File: src/rtl/door_if.sv
// Signal bundle between the elevator controller and the door sequencer.
interface door_if;
  logic       arrive;
  logic       stopped;
  logic       openBtn;
  logic       closeBtn;
  logic       obstruct;
  logic [1:0] dispStage;
  logic       doorClosed;

  modport master (
    output arrive, stopped, openBtn, closeBtn, obstruct,
    input  dispStage, doorClosed
  );

  modport slave (
    input  arrive, stopped, openBtn, closeBtn, obstruct,
    output dispStage, doorClosed
  );
endinterface

File: src/rtl/door_seq.sv
// Door sequencer: steps the door open through four indicator stages, holds it,
// closes it again, and reverses a closing door on obstruction or open requests.
module door_seq #(
  parameter int STEP_TICKS = 4,
  parameter int HOLD_STEPS = 6
) (
  input  logic   clk,
  input  logic   rst_n,
  door_if.slave  bus
);

  localparam int TW = $clog2(STEP_TICKS) + 1;
  localparam int HW = $clog2(HOLD_STEPS) + 1;

  typedef enum logic [1:0] {
    CLOSED    = 2'd0,
    OPENING   = 2'd1,
    OPEN_HOLD = 2'd2,
    CLOSING   = 2'd3
  } state_e;

  state_e          state_q, state_d;
  logic [1:0]      stage_q, stage_d;
  logic [TW-1:0]   tcnt_q,  tcnt_d;
  logic [HW-1:0]   hcnt_q,  hcnt_d;

  logic stepHit;
  logic reopenReq;

  assign stepHit   = (tcnt_q == TW'(STEP_TICKS - 1));
  assign reopenReq = bus.openBtn | bus.obstruct | bus.arrive;

  always_ff @(posedge clk or negedge rst_n) begin
    if (!rst_n) begin
      state_q <= CLOSED;
      stage_q <= 2'b00;
      tcnt_q  <= '0;
      hcnt_q  <= '0;
    end else begin
      state_q <= state_d;
      stage_q <= stage_d;
      tcnt_q  <= tcnt_d;
      hcnt_q  <= hcnt_d;
    end
  end

  // The step timer free-runs and wraps on each step; entries and reversals clear it.
  always_comb begin
    state_d = state_q;
    stage_d = stage_q;
    hcnt_d  = hcnt_q;
    tcnt_d  = stepHit ? '0 : tcnt_q + TW'(1);

    unique case (state_q)
      CLOSED: begin
        stage_d = 2'b00;
        tcnt_d  = '0;
        hcnt_d  = '0;
        if (bus.arrive || (bus.openBtn && bus.stopped)) begin
          state_d = OPENING;
        end
      end

      OPENING: begin
        if (stepHit) begin
          if (stage_q >= 2'b10) begin
            stage_d = 2'b11;
            state_d = OPEN_HOLD;
            hcnt_d  = '0;
          end else begin
            stage_d = stage_q + 2'b01;
          end
        end
      end

      OPEN_HOLD: begin
        stage_d = 2'b11;
        if (reopenReq) begin
          hcnt_d = '0;
          tcnt_d = '0;
        end else if (bus.closeBtn) begin
          state_d = CLOSING;
          tcnt_d  = '0;
        end else if (stepHit) begin
          if (hcnt_q == HW'(HOLD_STEPS - 1)) begin
            state_d = CLOSING;
            hcnt_d  = '0;
          end else begin
            hcnt_d = hcnt_q + HW'(1);
          end
        end
      end

      CLOSING: begin
        // A reversal keeps the current stage and reopens from there.
        if (reopenReq) begin
          state_d = OPENING;
          tcnt_d  = '0;
        end else if (stepHit) begin
          if (stage_q <= 2'b01) begin
            stage_d = 2'b00;
            state_d = CLOSED;
          end else begin
            stage_d = stage_q - 2'b01;
          end
        end
      end

      default: begin
        state_d = CLOSED;
        stage_d = 2'b00;
        tcnt_d  = '0;
        hcnt_d  = '0;
      end
    endcase
  end

  assign bus.dispStage  = stage_q;
  assign bus.doorClosed = (state_q == CLOSED);

endmodule

File: src/flat_wrapper.sv
// flat-port wrapper written by rule: the top's interface ports become plain ports
module door_seq_flat 
#(
  parameter int STEP_TICKS = 4,
  parameter int HOLD_STEPS = 6
)
  (clk, rst_n, bus_arrive, bus_stopped, bus_openBtn, bus_closeBtn, bus_obstruct, bus_dispStage, bus_doorClosed);
  door_if bus_i ();
  input  logic clk;
  input  logic rst_n;
  input wire logic [$bits(bus_i.arrive)-1:0] bus_arrive;
  input wire logic [$bits(bus_i.stopped)-1:0] bus_stopped;
  input wire logic [$bits(bus_i.openBtn)-1:0] bus_openBtn;
  input wire logic [$bits(bus_i.closeBtn)-1:0] bus_closeBtn;
  input wire logic [$bits(bus_i.obstruct)-1:0] bus_obstruct;
  output wire logic [$bits(bus_i.dispStage)-1:0] bus_dispStage;
  output wire logic [$bits(bus_i.doorClosed)-1:0] bus_doorClosed;
  assign bus_i.arrive = bus_arrive;
  assign bus_i.stopped = bus_stopped;
  assign bus_i.openBtn = bus_openBtn;
  assign bus_i.closeBtn = bus_closeBtn;
  assign bus_i.obstruct = bus_obstruct;
  assign bus_dispStage = bus_i.dispStage;
  assign bus_doorClosed = bus_i.doorClosed;
  door_seq #(.STEP_TICKS(STEP_TICKS), .HOLD_STEPS(HOLD_STEPS)) u_core (.clk(clk), .rst_n(rst_n), .bus(bus_i));
endmodule
File: config.mk
export PLATFORM = sky130hd
export DESIGN_NAME = door_seq_flat
export DESIGN_NICKNAME = d
export VERILOG_FILES = /design/src/rtl/door_if.sv /design/src/rtl/door_seq.sv /design/src/flat_wrapper.sv
export SDC_FILE = /design/constraint.sdc
export NUM_CORES = 1
export LEC_CHECK = 0
export ABC_CLOCK_PERIOD_IN_PS = 2350
export CAP_MARGIN = 10
export CORE_MARGIN = 2
export CORE_UTILIZATION = 52
export CTS_CLUSTER_DIAMETER = 120
export DETAILED_ROUTE_END_ITERATION = 16
export PLACE_DENSITY = 0.72
export SLEW_MARGIN = 20
export SYNTH_ARGS = -nofsm -noshare
export SYNTH_HDL_FRONTEND = slang
export SYNTH_SLANG_ARGS = --single-unit
File: constraint.sdc
create_clock -name clk -period 2.35 [get_ports clk]
set_clock_uncertainty 0.2 [all_clocks]
set_input_delay 0.47 -clock clk [delete_from_list [all_inputs] [get_ports clk]]
set_output_delay 0.47 -clock clk [all_outputs]
set_load 0.005 [all_outputs]
==> results.ini, run 1 <==
[status]
status=finished clean

[min_path]
worstHoldPathType=flop to flop

[layout]
drive_gt1_frac=0.0889
final_cell_area_sq_um=897
area_growth_syn_to_layout_pct=18.7
antenna_cells=0
fin_nets=106

[timing]
period_minus_slack_ns=2.25
fin_crit_sh=0.956
rsz0062_at_grt=false
slew_viol_final=0
worstMarginPinSlew_ns=0.512
slew_headroom=0.658
setup_ws_ns=0.104
finalHoldViolCount=0
setup_viol=0
fin_tns_setup_ns=0
fmax_ghz=0.445

[die]
die_area_sq_um=1770
initial_core_util=0.567
die_w_um=42.1
rows=13
die_h_um=42.1
io_pins=10
core_sq_um=1330

[placement]
dpl_cell_area_sq_um=868
port_buffers=9
gp_congestion=0.740
hpwlAfterDp_mm=1.10
dpl_worst_slack_ns=0.0149

[grt]
gr-total-overflow=0
grt_most_used_layer=met2
antenna_found_initial=0
grt_max_degree=12
track_usage=0.192
grt_util_met2=0.288
grt_pass1_wl_mm=2.53
grtUsageMet1=0.257
grtUsageMet3=0.0474
grt_pass1_vias=568

[clock_network]
clk_pin_slew_ns=0.08
clk_latency_ns=0.27
cts_tree=yes
cts-buffers-inserted=3
cts-hold-fix-buffers=0
htreeDepth=1
cts.sinks=11
cts_buffer_depth=2
cts_root_buffer=clkbuf_4

[setup_path]
endpoint_kind=primary output
arrival_ns=1.58
crit_required_ns=1.68
worstSetupStartpointType=flop
path_max_fanout=6
critPathKind=flop to primary output

[power]
leakagePower_nw=0.377
vdd_drop_max_uv=890
power_density_nw_per_um2=1050
p_total_w=0.000944

[detailed_routing]
vias=607
drtAntennaViolNets=0
drc=0
drt-pass1-iter-count=4
viasPerCell=5.78
drt-wirelength-per-cell_um=14.4
drt-total-wl_mm=1.51
drtIter0Drc=18

[synthesis]
ys_seq_area_frac=0.364
synthSimpleGateAreaFrac=0.224
syn_area_sq_um=756
yosysWarnings=0
synth_xor_area_frac=0
syn-instance-count=77
postSynthAreaPerCell_sq_um=9.81
synth_compound_area_frac=0.212
synth_cell_type_count=34
synth_top_family_by_area=simple AND/OR/NAND/NOR gates
synth_seq_cells=11
synth_mux_area_frac=0.0430
synth_nets=92
synthAdderAreaFrac=0.132

[flow_run]
drv_cap=0

[cells in the final DEF (no fill, tap or decap), types with 2 or more instances in the layout]
master	n
clkdlybuf4s50_1	9
nor3_1	3
mux2_1	2
o31ai_1	2
o21ai_0	2
nand3b_1	2
nand2_1	4
a21oi_1	6
nand2b_1	3
ha_1	7
o2bb2ai_1	2
clkbuf_4	3
inv_1	4
dfrtp_1	11
o21ai_1	3
nor3b_1	2
nor2b_1	4
[per-stage QoR]
step	hold slack (ns)	cells	util
after global routing	0.308	105	0.673
after global placement	0.270	101	0.651
after CTS	0.292	105	0.671
final	0.286	105	0.673
after detailed placement	0.280	101	0.651
after floorplan	-0.0256	77	-
[synthesized netlist by cell type]
cell | n | area (sq um)
o21ai_1 | 3 | 15.0
o211ai_1 | 1 | 7.51
or3b_1 | 1 | 8.76
or2_2 | 1 | 6.26
o31ai_1 | 2 | 15.0
a22o_1 | 1 | 8.76
nand2_1 | 4 | 15.0
nor3b_1 | 2 | 15.0
nand2b_4 | 1 | 13.8
ha_1 | 8 | 100
o31a_1 | 1 | 8.76
o21ai_0 | 2 | 10.0
nor3_1 | 3 | 15.0
o2bb2ai_1 | 2 | 17.5
mux2_1 | 2 | 22.5
o22ai_1 | 1 | 6.26
dfrtp_1 | 11 | 275
nand2b_1 | 3 | 18.8
inv_1 | 4 | 15.0
nor2b_1 | 4 | 25.0
nand3b_1 | 2 | 15.0
o21bai_1 | 1 | 7.51
and2_1 | 1 | 6.26
a22oi_1 | 1 | 7.51
o21a_1 | 1 | 7.51
nor4b_2 | 1 | 15.0
nor2_1 | 1 | 3.75
or3_1 | 1 | 6.26
o2111ai_1 | 1 | 8.76
mux2i_1 | 1 | 10.0
nand3_1 | 1 | 5.00
clkbuf_1 | 1 | 3.75
a221o_1 | 1 | 10.0
a21oi_1 | 6 | 30.0
[kinds of logic (layout without fill, tap and decap cells)]
kind of cell | count (synthesis) | after routing
and+or+nand+nor | 26 | 26
AOI/OAI and AO/OA | 24 | 24
DFF | 11 | 11
adders and majority gates | 8 | 8
buffers and inverters | 5 | 18
muxes | 3 | 3
[final timing paths]
kind | start | end | slack [ns] | cells after the start
hold reg to reg | u_core.tcnt_q[0]$_DFF_PN0_ | u_core.tcnt_q[0]$_DFF_PN0_ | 0.29 | 1
min in group asynchronous | rst_n | u_core.bus.dispStage[1]$_DFFE_PN0P_ | 0.33 | 1
hold / removal | u_core.tcnt_q[0]$_DFF_PN0_ | u_core.tcnt_q[0]$_DFF_PN0_ | 0.29 | 1
max in group asynchronous | rst_n | u_core.hcnt_q[3]$_DFFE_PN0P_ | 1.27 | 1
setup / recovery | u_core.state_q[0]$_DFFE_PN0P_ | bus_doorClosed | 0.10 | 3
setup reg to reg | u_core.state_q[0]$_DFFE_PN0P_ | u_core.hcnt_q[3]$_DFFE_PN0P_ | 0.29 | 6
[registers in the layout, indices dropped and copies added (netlist names)]
| register | count |
|---|---|
| u_core.tcnt_q | 3 |
| u_core.hcnt_q | 4 |
| u_core.state_q | 2 |
| u_core.bus.dispStage | 2 |
[metal layers]
| metal | vias up | share of wire | wire (um) |
|---|---|---|---|
| li1 | 312 | - | - |
| met1 | 278 | 0.49 | 746 |
| met2 | 13 | 0.44 | 670 |
| met3 | 4 | 0.043 | 65 |
| met4 | 0 | 0.019 | 28 |
| met5 | - | 0 | 0 |
[cell type report]
class                   count  area (sq um)
flip-flops and latches     11           275
clock buffers               4          26.3
multi-input cells          61           464
repair buffers             10          97.6
inverters                   4          15.0
well taps                  15          18.8
fillers                   108           437
[timing repair]
item / 4_1_cts / 5_1_grt
buffers inserted: 0 / 0
setup endpoints to repair: 0 / 1
resized for setup: 0 / 1
[worst max-delay path, cell delays in order, from the launching register on]
cell and delay, ns:
dfrtp_1 0.41, inv_1 0.11, ha_2 0.26, clkdlybuf4s50_1 0.52
[where the power goes]
| group | switching [W] | leakage [nW] | total [W] | internal [W] |
|---|---|---|---|---|
| combinational | 0.000255 | 0.217 | 0.000515 | 0.000259 |
| clock | 0.0000666 | 0.0150 | 0.000132 | 0.0000658 |
| sequential | 0.0000526 | 0.145 | 0.000296 | 0.000244 |
(Power assumes the default switching activity.)
==> inputs of run 2 (changes only) <==
--- a/config.mk
+++ b/config.mk
@@ -7,7 +7,6 @@
 export LEC_CHECK = 0
 export ABC_CLOCK_PERIOD_IN_PS = 2350
 export CAP_MARGIN = 10
-export CORE_MARGIN = 2
 export CORE_UTILIZATION = 52
 export CTS_CLUSTER_DIAMETER = 120
 export DETAILED_ROUTE_END_ITERATION = 16
==> results.ini, run 2 (synthesized netlist as in run 1, its figures left out) <==
[timing]
hold_ws_ns=0.280
fin_crit_sh=0.951
fin_tns_setup_ns=0
slew_viol_final=0
worstMarginPinSlew_ns=0.505
slew_headroom=0.662
finalHoldViolCount=0
fmax_ghz=0.448
setup_viol=0
rsz0062_at_grt=false
period_minus_slack_ns=2.23

[clock_network]
htreeDepth=1
cts.sinks=11
cts-hold-fix-buffers=0
clk_pin_slew_ns=0.07
cts_root_buffer=clkbuf_4
clk_latency_ns=0.27
cts_buffer_depth=2
cts-buffers-inserted=3
cts_tree=yes

[die]
initial_core_util=0.567
io_pins=10
rows=13
die_h_um=40.1
die_area_sq_um=1610
core_sq_um=1330
die_w_um=40.1

[detailed_routing]
drtAntennaViolNets=0
drt-pass1-iter-count=4
viasPerCell=5.70
drt-wirelength-per-cell_um=12.9
drtIter0Drc=27
vias=598
drc=0
drt-total-wl_mm=1.36

[setup_path]
cp_slowest_cell=clkdlybuf4s50_1
critPathKind=flop to primary output
path_max_fanout=6
cpPeakStageDelay_ns=0.52
worst_path_dominant_cell_family=buffers and inverters
endpoint_kind=primary output
worstSetupStartpointType=flop
crit_chain=inv_1 > ha_2 > clkdlybuf4s50_1
crit_required_ns=1.68
crit_buf_inv=2
arrival_ns=1.56

[power]
leakagePower_nw=0.380
p_switching_w=0.000365
power_density_nw_per_um2=1040
intPower_w=0.000565
comb_power_share=0.544
p_seq_frac=0.321
p_clk_frac=0.135
vdd_drop_max_uv=757
p_total_w=0.000930
switching_share=0.392

[layout]
final_common_cell=dfrtp_1
area_growth_syn_to_layout_pct=18.9
antenna_cells=0
final-instance-count-excl-fill=105
fillers=110
final_cell_mix=11 x dfrtp_1, 9 x clkdlybuf4s50_1, 7 x ha_1, 6 x a21oi_1
largest-register=u_core.hcnt_q
reg_top3=u_core.hcnt_q (4), u_core.tcnt_q (3)
largest_reg_flops=4
utilization=0.674
fin_nets=106
drive_gt1_frac=0.100

[grt]
grt_max_degree=12
antenna_found_initial=0
grt_pass1_wl_mm=2.19
track_usage=0.211
grt_pass1_vias=508
gr-total-overflow=0

[flow_run]
drv_cap=0

[status]
status=finished clean

[placement]
gp_congestion=0.708
port_buffers=9
dpl.cell_count=101
hpwlAfterDp_mm=1.06

[min_path]
worstHoldPathType=flop to flop

==> run 2: cell types whose count changed in the layout (fill, tap and decap cells not counted) <==
cell      before  now
clkinv_2       0    1
clkbuf_1       1    0
==> run 2: power by group through the flow <==
stage	clock [W]	sequential [W]	combinational, W
6_report	0.000126	0.000298	0.000506
5_1_grt	0.000142	0.000307	0.000578
3_3_place_gp	0	0.000298	0.000492
2_1_floorplan	0	0.000292	0.000363
4_1_cts	0.000131	0.000298	0.000506
3_5_place_dp	0	0.000301	0.000504
==> run 2: routing by layer <==
metal / up-vias / part of all wire / GRT usage
li1: 311 / - / -
met1: 271 / 0.50 / 0.290
met2: 14 / 0.42 / 0.306
met3: 2 / 0.072 / 0.100
met4: 0 / 0.0066 / 0.0259
met5: - / 0 / 0
==> run 2: what timing repair did <==
item / CTS / global route
buffers inserted: 0 / 0
resized for setup: 0 / 1
setup endpoints to repair: 0 / 1
==> run 2: worst paths after layout <==
check,from,to,slack (ns),depth (start not counted)
setup / recovery,u_core.state_q[0]$_DFFE_PN0P_,bus_doorClosed,0.12,3
max in group asynchronous,rst_n,u_core.hcnt_q[0]$_DFFE_PN0P_,1.27,1
hold / removal,u_core.tcnt_q[0]$_DFF_PN0_,u_core.tcnt_q[0]$_DFF_PN0_,0.28,1
min in group asynchronous,rst_n,u_core.state_q[0]$_DFFE_PN0P_,0.33,1
hold reg to reg,u_core.tcnt_q[0]$_DFF_PN0_,u_core.tcnt_q[0]$_DFF_PN0_,0.28,1
setup reg to reg,u_core.state_q[0]$_DFFE_PN0P_,u_core.hcnt_q[3]$_DFFE_PN0P_,0.27,6
==> run 2: stage by stage <==
| step | setup slack (ns) | cell area, sq um |
|---|---|---|
| 6_report | 0.116 | 898 |
| 2_1_floorplan | 0.425 | 756 |
| 5_1_grt | 0.0143 | 898 |
| 4_1_cts | 0.0671 | 896 |
| 3_3_place_gp | 0.0307 | 868 |
| 3_5_place_dp | 0.00291 | 868 |
==> run 2: cell type report <==
| class | instances | area, sq um | area share |
|---|---|---|---|
| sequential | 11 | 275 | 0.306 |
| tap | 15 | 18.8 | 0.0209 |
| clock inverter | 1 | 5.00 | 0.00557 |
| timing repair buffer | 10 | 97.6 | 0.109 |
| multi-input combinational | 61 | 464 | 0.517 |
| clock buffer | 3 | 22.5 | 0.0251 |
| inverter | 4 | 15.0 | 0.0167 |
==> inputs of run 3 (changes only) <==
--- a/config.mk
+++ b/config.mk
@@ -6,7 +6,6 @@
 export NUM_CORES = 1
 export LEC_CHECK = 0
 export ABC_CLOCK_PERIOD_IN_PS = 2350
-export CAP_MARGIN = 10
 export CORE_UTILIZATION = 52
 export CTS_CLUSTER_DIAMETER = 120
 export DETAILED_ROUTE_END_ITERATION = 16
==> results of run 3 <==
No change in the layout: final DEF, timing and power equal those of run 2.
